==> src/rtl/hex_line_pkg.sv <==
// Shared constants for the hex line receiver: ASCII codes, FSM encoding and
// the character classifier used by the decode FSM.
package hex_line_pkg;

    localparam logic [7:0] CH_SP     = 8'h20;
    localparam logic [7:0] CH_CR     = 8'h0D;
    localparam logic [7:0] CH_LF     = 8'h0A;
    localparam logic [7:0] CH_PROMPT = 8'h3E;

    localparam logic [1:0] S_HI   = 2'd0;
    localparam logic [1:0] S_LO   = 2'd1;
    localparam logic [1:0] S_OUT  = 2'd2;
    localparam logic [1:0] S_SKIP = 2'd3;

    typedef enum logic [2:0] {
        CC_HEX,
        CC_WS,
        CC_CR,
        CC_PROMPT,
        CC_BAD
    } char_cls_e;

    function automatic char_cls_e classify(input logic [7:0] ch, input logic is_hex);
        if (is_hex) return CC_HEX;
        case (ch)
            CH_SP, CH_LF: return CC_WS;
            CH_CR:        return CC_CR;
            CH_PROMPT:    return CC_PROMPT;
            default:      return CC_BAD;
        endcase
    endfunction

endpackage

==> src/rtl/hex_line_rx_if.sv <==
// UART RX FIFO read side plus decoded byte stream; slave = receiver side.
interface hex_line_rx_if #(
    parameter int DBIT = 8
);
    logic            rx_empty;
    logic [DBIT-1:0] r_data;
    logic            rd_uart;
    logic [7:0]      out_data;
    logic            out_valid;
    logic            out_ready;

    modport slave (
        input  rx_empty, r_data, out_ready,
        output rd_uart, out_data, out_valid
    );

    modport master (
        output rx_empty, r_data, out_ready,
        input  rd_uart, out_data, out_valid
    );
endinterface

==> src/rtl/hex_line_rx_ascii_hex_decode.sv <==
// Combinational ASCII hex digit decoder (0-9, A-F, a-f).
module ascii_hex_decode (
    input  logic [7:0] char_i,
    output logic       is_hex_o,
    output logic [3:0] nibble_o
);
    always_comb begin
        is_hex_o = 1'b0;
        nibble_o = 4'h0;
        if (char_i inside {[8'h30:8'h39]}) begin
            is_hex_o = 1'b1;
            nibble_o = char_i[3:0];
        end else if (char_i inside {[8'h41:8'h46], [8'h61:8'h66]}) begin
            // 'A'/'a' have low nibble 1, so +9 maps them onto 10..15
            is_hex_o = 1'b1;
            nibble_o = char_i[3:0] + 4'd9;
        end
    end
endmodule

==> src/rtl/hex_line_rx.sv <==
// Decodes space-separated ASCII hex pairs from the UART RX FIFO into a byte stream.
// Optional inter-character timeout enabled by macro HEX_LINE_TIMEOUT_EN.
//
// state  | meaning
// S_HI   | waiting for high nibble (or SP/LF/CR/'>')
// S_LO   | high nibble latched, waiting for low nibble
// S_OUT  | decoded byte offered downstream, no pops
// S_SKIP | discarding a broken line until CR or '>'
module hex_line_rx
    import hex_line_pkg::*;
#(
    parameter int DBIT      = 8,
    parameter int LEN_W     = 8,
    parameter int MAX_LEN   = 64,
    parameter int TO_CYCLES = 1000000
) (
    input  logic             clk,
    input  logic             reset,
    hex_line_rx_if.slave     bus,
    output logic             line_done,
    output logic [LEN_W-1:0] line_len,
    output logic             prompt,
    output logic             err
);
    if (DBIT < 8 || MAX_LEN < 1 || MAX_LEN >= (1 << LEN_W) || TO_CYCLES < 2) begin : g_param_check
        $error("hex_line_rx: unsupported parameter combination");
    end

    logic [1:0]       state_q, state_d;
    logic [3:0]       hi_q, hi_d;
    logic [LEN_W-1:0] count_q, count_d;
    logic [LEN_W-1:0] line_len_q, line_len_d;
    logic [7:0]       data_q, data_d;
    logic             valid_q, valid_d;
    logic             line_done_q, line_done_d;
    logic             prompt_q, prompt_d;
    logic             err_q, err_d;

    logic [DBIT-1:0]  raw_char;
    logic [7:0]       ch;
    logic             is_hex;
    logic [3:0]       nib;
    char_cls_e        cls;
    logic             rd;
    logic             handshake;
    logic             line_full;

    assign raw_char = bus.r_data;
    assign ch       = raw_char[7:0];

    ascii_hex_decode u_dec (
        .char_i   (ch),
        .is_hex_o (is_hex),
        .nibble_o (nib)
    );

    assign cls       = classify(ch, is_hex);
    assign rd        = reset && !bus.rx_empty && (state_q != S_OUT);
    assign handshake = valid_q && bus.out_ready;
    // The byte that brings the line up to MAX_LEN ends it as an overflow
    assign line_full = (count_q == LEN_W'(MAX_LEN - 1));

`ifdef HEX_LINE_TIMEOUT_EN
    localparam int TO_W = $clog2(TO_CYCLES);
    logic [TO_W-1:0] to_cnt_q, to_cnt_d;
    logic            to_active;
    logic            to_hit;

    assign to_active = (state_q != S_HI) || (count_q != '0);
    assign to_hit    = to_active && !rd && (to_cnt_q == TO_W'(TO_CYCLES - 1));

    always_comb begin
        to_cnt_d = to_cnt_q + TO_W'(1);
        if (rd || to_hit || !to_active) to_cnt_d = '0;
    end

    always_ff @(posedge clk) begin
        if (!reset) to_cnt_q <= '0;
        else        to_cnt_q <= to_cnt_d;
    end
`endif

    always_comb begin
        state_d     = state_q;
        hi_d        = hi_q;
        count_d     = count_q;
        line_len_d  = line_len_q;
        data_d      = data_q;
        valid_d     = valid_q;
        line_done_d = 1'b0;
        prompt_d    = 1'b0;
        err_d       = 1'b0;

        case (state_q)
            S_HI: if (rd) begin
                case (cls)
                    CC_HEX: begin
                        hi_d    = nib;
                        state_d = S_LO;
                    end
                    CC_CR: if (count_q != '0) begin
                        line_done_d = 1'b1;
                        line_len_d  = count_q;
                        count_d     = '0;
                    end
                    CC_PROMPT: begin
                        prompt_d = 1'b1;
                        count_d  = '0;
                    end
                    CC_BAD: begin
                        err_d   = 1'b1;
                        state_d = S_SKIP;
                    end
                    default: ;
                endcase
            end
            S_LO: if (rd) begin
                case (cls)
                    CC_HEX: begin
                        data_d  = {hi_q, nib};
                        valid_d = 1'b1;
                        state_d = S_OUT;
                    end
                    CC_CR: begin
                        err_d   = 1'b1;
                        count_d = '0;
                        state_d = S_HI;
                    end
                    default: begin
                        err_d   = 1'b1;
                        state_d = S_SKIP;
                    end
                endcase
            end
            S_OUT: if (handshake) begin
                valid_d = 1'b0;
                count_d = count_q + LEN_W'(1);
                if (line_full) begin
                    err_d   = 1'b1;
                    state_d = S_SKIP;
                end else begin
                    state_d = S_HI;
                end
            end
            S_SKIP: if (rd) begin
                if (cls == CC_CR) begin
                    count_d = '0;
                    state_d = S_HI;
                end else if (cls == CC_PROMPT) begin
                    prompt_d = 1'b1;
                    count_d  = '0;
                    state_d  = S_HI;
                end
            end
            default: state_d = S_HI;
        endcase

`ifdef HEX_LINE_TIMEOUT_EN
        if (to_hit) begin
            err_d       = 1'b1;
            count_d     = '0;
            valid_d     = 1'b0;
            line_done_d = 1'b0;
            prompt_d    = 1'b0;
            state_d     = S_HI;
        end
`endif
    end

    always_ff @(posedge clk) begin
        if (!reset) begin
            state_q     <= S_HI;
            hi_q        <= '0;
            count_q     <= '0;
            line_len_q  <= '0;
            data_q      <= '0;
            valid_q     <= 1'b0;
            line_done_q <= 1'b0;
            prompt_q    <= 1'b0;
            err_q       <= 1'b0;
        end else begin
            state_q     <= state_d;
            hi_q        <= hi_d;
            count_q     <= count_d;
            line_len_q  <= line_len_d;
            data_q      <= data_d;
            valid_q     <= valid_d;
            line_done_q <= line_done_d;
            prompt_q    <= prompt_d;
            err_q       <= err_d;
        end
    end

    assign bus.rd_uart   = rd;
    assign bus.out_data  = data_q;
    assign bus.out_valid = valid_q;
    assign line_done     = line_done_q;
    assign line_len      = line_len_q;
    assign prompt        = prompt_q;
    assign err           = err_q;

endmodule
==> src/flat_wrapper.sv <==
// flat-port wrapper written by rule: the top's interface ports become plain ports
module hex_line_rx_flat import hex_line_pkg::*;
#(
    parameter int DBIT      = 8,
    parameter int LEN_W     = 8,
    parameter int MAX_LEN   = 64,
    parameter int TO_CYCLES = 1000000
)
  (clk, reset, line_done, line_len, prompt, err, bus_rx_empty, bus_r_data, bus_out_ready, bus_rd_uart, bus_out_data, bus_out_valid);
  hex_line_rx_if #(.DBIT(DBIT)) bus_i ();
  input  logic clk;
  input  logic reset;
  output logic line_done;
  output logic [LEN_W-1:0] line_len;
  output logic prompt;
  output logic err;
  input wire logic [$bits(bus_i.rx_empty)-1:0] bus_rx_empty;
  input wire logic [$bits(bus_i.r_data)-1:0] bus_r_data;
  input wire logic [$bits(bus_i.out_ready)-1:0] bus_out_ready;
  output wire logic [$bits(bus_i.rd_uart)-1:0] bus_rd_uart;
  output wire logic [$bits(bus_i.out_data)-1:0] bus_out_data;
  output wire logic [$bits(bus_i.out_valid)-1:0] bus_out_valid;
  assign bus_i.rx_empty = bus_rx_empty;
  assign bus_i.r_data = bus_r_data;
  assign bus_i.out_ready = bus_out_ready;
  assign bus_rd_uart = bus_i.rd_uart;
  assign bus_out_data = bus_i.out_data;
  assign bus_out_valid = bus_i.out_valid;
  hex_line_rx #(.DBIT(DBIT), .LEN_W(LEN_W), .MAX_LEN(MAX_LEN), .TO_CYCLES(TO_CYCLES)) u_core (.clk(clk), .reset(reset), .bus(bus_i), .line_done(line_done), .line_len(line_len), .prompt(prompt), .err(err));
endmodule
==> config.mk <==
export PLATFORM = sky130hd
export DESIGN_NAME = hex_line_rx_flat
export DESIGN_NICKNAME = d
export VERILOG_FILES = /design/src/rtl/hex_line_pkg.sv /design/src/rtl/hex_line_rx_if.sv /design/src/rtl/hex_line_rx_ascii_hex_decode.sv /design/src/rtl/hex_line_rx.sv /design/src/flat_wrapper.sv
export SDC_FILE = /design/constraint.sdc
export NUM_CORES = 1
export LEC_CHECK = 0
export ABC_CLOCK_PERIOD_IN_PS = 2400
export CAP_MARGIN = 15
export CORE_MARGIN = 8
export CORE_UTILIZATION = 45
export DETAILED_ROUTE_END_ITERATION = 12
export PLACE_DENSITY_LB_ADDON = 0.05
export SKIP_CTS_REPAIR_TIMING = 1
export SLEW_MARGIN = 20
export SYNTH_ARGS = -nofsm -noshare
export SYNTH_HDL_FRONTEND = slang
export SYNTH_SLANG_ARGS = --single-unit
==> constraint.sdc <==
create_clock -name clk -period 2.4 [get_ports clk]
set_input_delay 0.24 -clock clk [delete_from_list [all_inputs] [get_ports clk]]
set_output_delay 0.24 -clock clk [all_outputs]
set_load 0.1 [all_outputs]
==> summary.md <==
Synthesized-area fraction occupied by ao, oa, aoi and oai cells: 0.2135. The run finished with clean final reports. The tools report the critical path launch point type as an input port. Before antenna repair, the detailed router went through 4 iterations.

Synthesis produced a netlist whose cell count is 225. In the final layout, flip-flops and latches occupy 681.9 sq um. Across all layers, the routed design uses 1851 vias.

Net total in the final layout: 308. The logs give 8776 um for the global-route wire length before repair and 0 for the initial antenna violation count. The number of buffer and inverter stages on the critical path works out to 1. The maximum net fanout on the critical path works out to 7. Global routing's busiest layer: met2. The share of total power consumed by net switching is 0.3705, and the overall power of the completed layout is 1795 uW. The global-route track usage on met3 is 0.03501, and the achievable frequency is 445.2 MHz.

The fraction of synthesis flops using an asynchronous set or reset pin is 0. The global routing met2 resource utilization is 0.2776, and the cell internal power dissipation is 1130 uW. For this design, the slowest cell found on the critical path is or4b_4.

The signal on the critical path passes through clkdlybuf4s50_1, or4b_4, a2111oi_4, o31ai_4, a211o_4, o32ai_2. The run gives 0.29 ns as the clock latency on the worst-skew pair. The via count of the first global-routing pass came out at 1861.

Dominant combinational cell family by area after synthesis: simple AND/OR/NAND/NOR gates. The master cell of the clock root buffer is clkbuf_8. The share of synthesized cell area in and, or, nand and nor gates is 0.2421, and the global routing met1 resource utilization is 0.2022. Counting every net in the synthesized netlist gives 248. At the pin with the least slew margin, the transition time is 0.3536 ns.

Counting every sink on the clock net gives 34. The path class of the lowest-slack min-delay path was flop to flop. The total I/O pin count is 33. Fraction of synthesized cell area taken by the top area cell type: 0.3530. Max capacitance violation total: 0. Remaining max-slew budget at the tightest pin: 0.7581. Type of the worst setup path: input port to flop. In this run the vertical extent of the chip is 81.46 um. The final sum of negative setup slack was 0 ns; the layout-stage area growth over the synthesis result was 34.65%. Buffers placed on the I/O ports in this run total 32. The kind of cell adding the most delay to the critical path is compound AO/OA/AOI/OAI gates. Wires add up to 5082 um. Setup repair after global routing left no endpoint under its margin.

The initial core utilization came out at 0.4554. For the weighted congestion at the end of routability-driven global placement, the log shows 0.8615. STA classifies the critical path endpoint as a flop. Part of the Yosys area used for sequential elements: 0.3530. Setup violations remaining at the end of the flow were counted as 0. The run gives 0 as the number of hold violations in the final report.

After legalization and detailed placement, the total HPWL measured 3904 um. The number of pins with negative max-slew slack in the final report was 0; the fraction of power consumed by combinational cells was 0.410. The netlist uses 56 different library cells. The most used flip-flop cell after synthesis is dfxtp_1. The biggest area contributor in the post-synthesis netlist is dfxtp_1. The mapped netlist covers 1928 sq um. Row generation in the floorplan step produced 24 rows. Final clock period utilization by the worst path: 0.9360.

The number of enable-type register cells in the synthesized netlist was 0. No sink is reached through more buffers than the 2 on the longest clock path. On the final layout, the worst clock skew is 0.004102 ns.

Yosys printed 0 warnings. The proportion of synthesized area in mux cells is 0.06295. For this run, the slowest stage of the critical path takes 0.56 ns. The floorplan die area was 6635 sq um.

The peak ir drop on the vdd network is 0.0002832 V, and the clock-pin slew reported for the worst setup and hold paths after clock tree synthesis is 0.07 ns. The H-tree was split into 2 levels. By area the synthesized netlist is led by dfxtp_1, ha_1, mux2i_1.

Measured along the x axis, the die boundary spans 81.46 um. TritonCTS built the clock tree. After layout, the minimum clock period comes to 2.246 ns. Fraction of final layout cells with drive strength greater than 1: 0.2692.

After the first detailed-routing iteration, the DRC count stood at 102. Power spread over the standard cell area amounts to 691.6 nW/um^2. The sequential cell fraction of total power is 0.339. STA puts the critical path data arrival time at 2.45 ns. The layout filler cell count was 388.

The pin count of the biggest net entering global routing is 23, and the fraction of power consumed by the clock network is 0.251. Summing all placed instances gives a cell area of 2461 sq um. The switching power summed over all nets was 665.2 uW; the overall global routing resource usage was 0.1653. The run gives 2596 sq um as the post-route cell area.

Synthesis inferred 34 register bits. Summed over all cells, the static leakage comes to 0.001125 uW. Once detail routing completed, the nets flagged for antenna violations numbered 0. The detail-routed net length per standard cell came out at 15.04 um. The area of the multi-input gates came out at 1172 sq um. Xor and xnor fraction of the mapped netlist area: 0. For this run the aggregate overflow at the end of global routing stands at 0. Using the TritonRoute via totals, the vias-per-cell ratio works out to 5.476.

STA puts the critical path data required time at 2.60 ns. The clock buffer count from CTS was 5. The region available for standard cell placement spans 4234 sq um. Adder and majority gate portion of the synthesized area: 0.07138.

The average size of a mapped cell is 8.569 sq um, and the antenna diode count is 0. In the routed design, unresolved DRC markers number 0.
## cells by family after synthesis
kind of cell / Yosys count
buffers and inverters: 25
DFF: 34
AOI/OAI and AO/OA: 57
muxes: 12
and+or+nand+nor: 86
adders and majority gates: 11
## power groups by stage
| stage | Sequential, uW | Combinational [uW] | Clock [uW] |
|---|---|---|---|
| after floorplan | 636 | 449 | 0 |
| after global placement | 621 | 691 | 0 |
| after detailed placement | 620 | 697 | 0 |
| after CTS | 608 | 700 | 463 |
| after global routing | 613 | 804 | 483 |
| final | 608 | 737 | 450 |
## registers in the layout, summed over array words and instances, names as in the netlist
| name | count |
|---|---|
| u_core.state_q | 2 |
| u_core.line_len | 8 |
| u_core.bus.out_valid | 1 |
| u_core.err | 1 |
| u_core.line_done | 1 |
| u_core.hi_q | 4 |
| u_core.bus.out_data | 8 |
| u_core.count_q | 8 |
| u_core.prompt | 1 |
## through the flow
step / instances / util / worst slack [ns] / hold WS (ns)
global placement: 330 / 0.5813 / -0.2184 / 0.4375
finish: 338 / 0.6132 / 0.1537 / 0.4524
detailed placement: 330 / 0.5813 / -0.3526 / 0.4428
CTS: 338 / 0.6037 / -0.03322 / 0.4546
global route: 338 / 0.6132 / 0.07929 / 0.4809
floorplan: 225 / - / 0.05597 / 0.4228
## tightest hold or removal path, delay by kind of cell, from the launching register on
family	cells	cell delay [ns]
flip-flops	1	0.31
AND/OR/NAND/NOR	1	0.05
AO/OA/AOI/OAI	1	0.05
## area by class of cell
cell class,instances,area share
Inverter,14,0.02169
Clock buffer,6,0.03181
Tap cell,52,0.02506
Clock inverter,2,0.004819
Timing Repair Buffer,64,0.2024
Multi-Input combinational cell,166,0.4516
Sequential cell,34,0.2627
## worst paths after layout
kind	startpoint	endpoint	slack, ns	cells after the start
max	bus_r_data[2]	u_core.count_q[4]$_SDFFE_PN0P_	0.15	6
min	u_core.bus.out_data[3]$_SDFFE_PN0P_	u_core.bus.out_data[3]$_SDFFE_PN0P_	0.45	2
max reg2reg	u_core.state_q[0]$_SDFFE_PN0P_	u_core.bus.out_data[3]$_SDFFE_PN0P_	0.36	9
min reg2reg	u_core.bus.out_data[3]$_SDFFE_PN0P_	u_core.bus.out_data[3]$_SDFFE_PN0P_	0.45	2
## synthesized netlist by cell type, drive strengths merged, types with 3 or more instances
library cell and count:
nand2 27, dfxtp 34, nor2 13, a21oi 15, mux2i 11, nand4bb 3, a21o 3, o22ai 3
buf 4, nor3 7, clkbuf 7, nand3 10, inv 14, a211oi 4, nand4b 3, ha 11
o21ai 8, and3 3
## placed cells by master (no fill, tap or decap), drive strengths merged, types with 3 or more instances in the layout
master	netlist	layout
o21ai	8	8
nand2	27	27
inv	14	13
clkbuf	7	6
nand4b	3	3
clkdlybuf4s50	0	9
nor2	13	13
a211oi	4	4
dfxtp	34	34
nand4bb	3	3
and3	3	3
ha	11	11
o22ai	3	3
mux2i	11	11
nor3	7	7
a21oi	15	15
buf	4	53
a21o	3	3
nand3	10	10
## per-layer routing
metal,part of all wire,routed length (um)
met5,0,0
met4,0.023,117
met3,0.038,192
met2,0.48,2422
met1,0.46,2349
No activity file was read; power rests on OpenSTA's default activity.
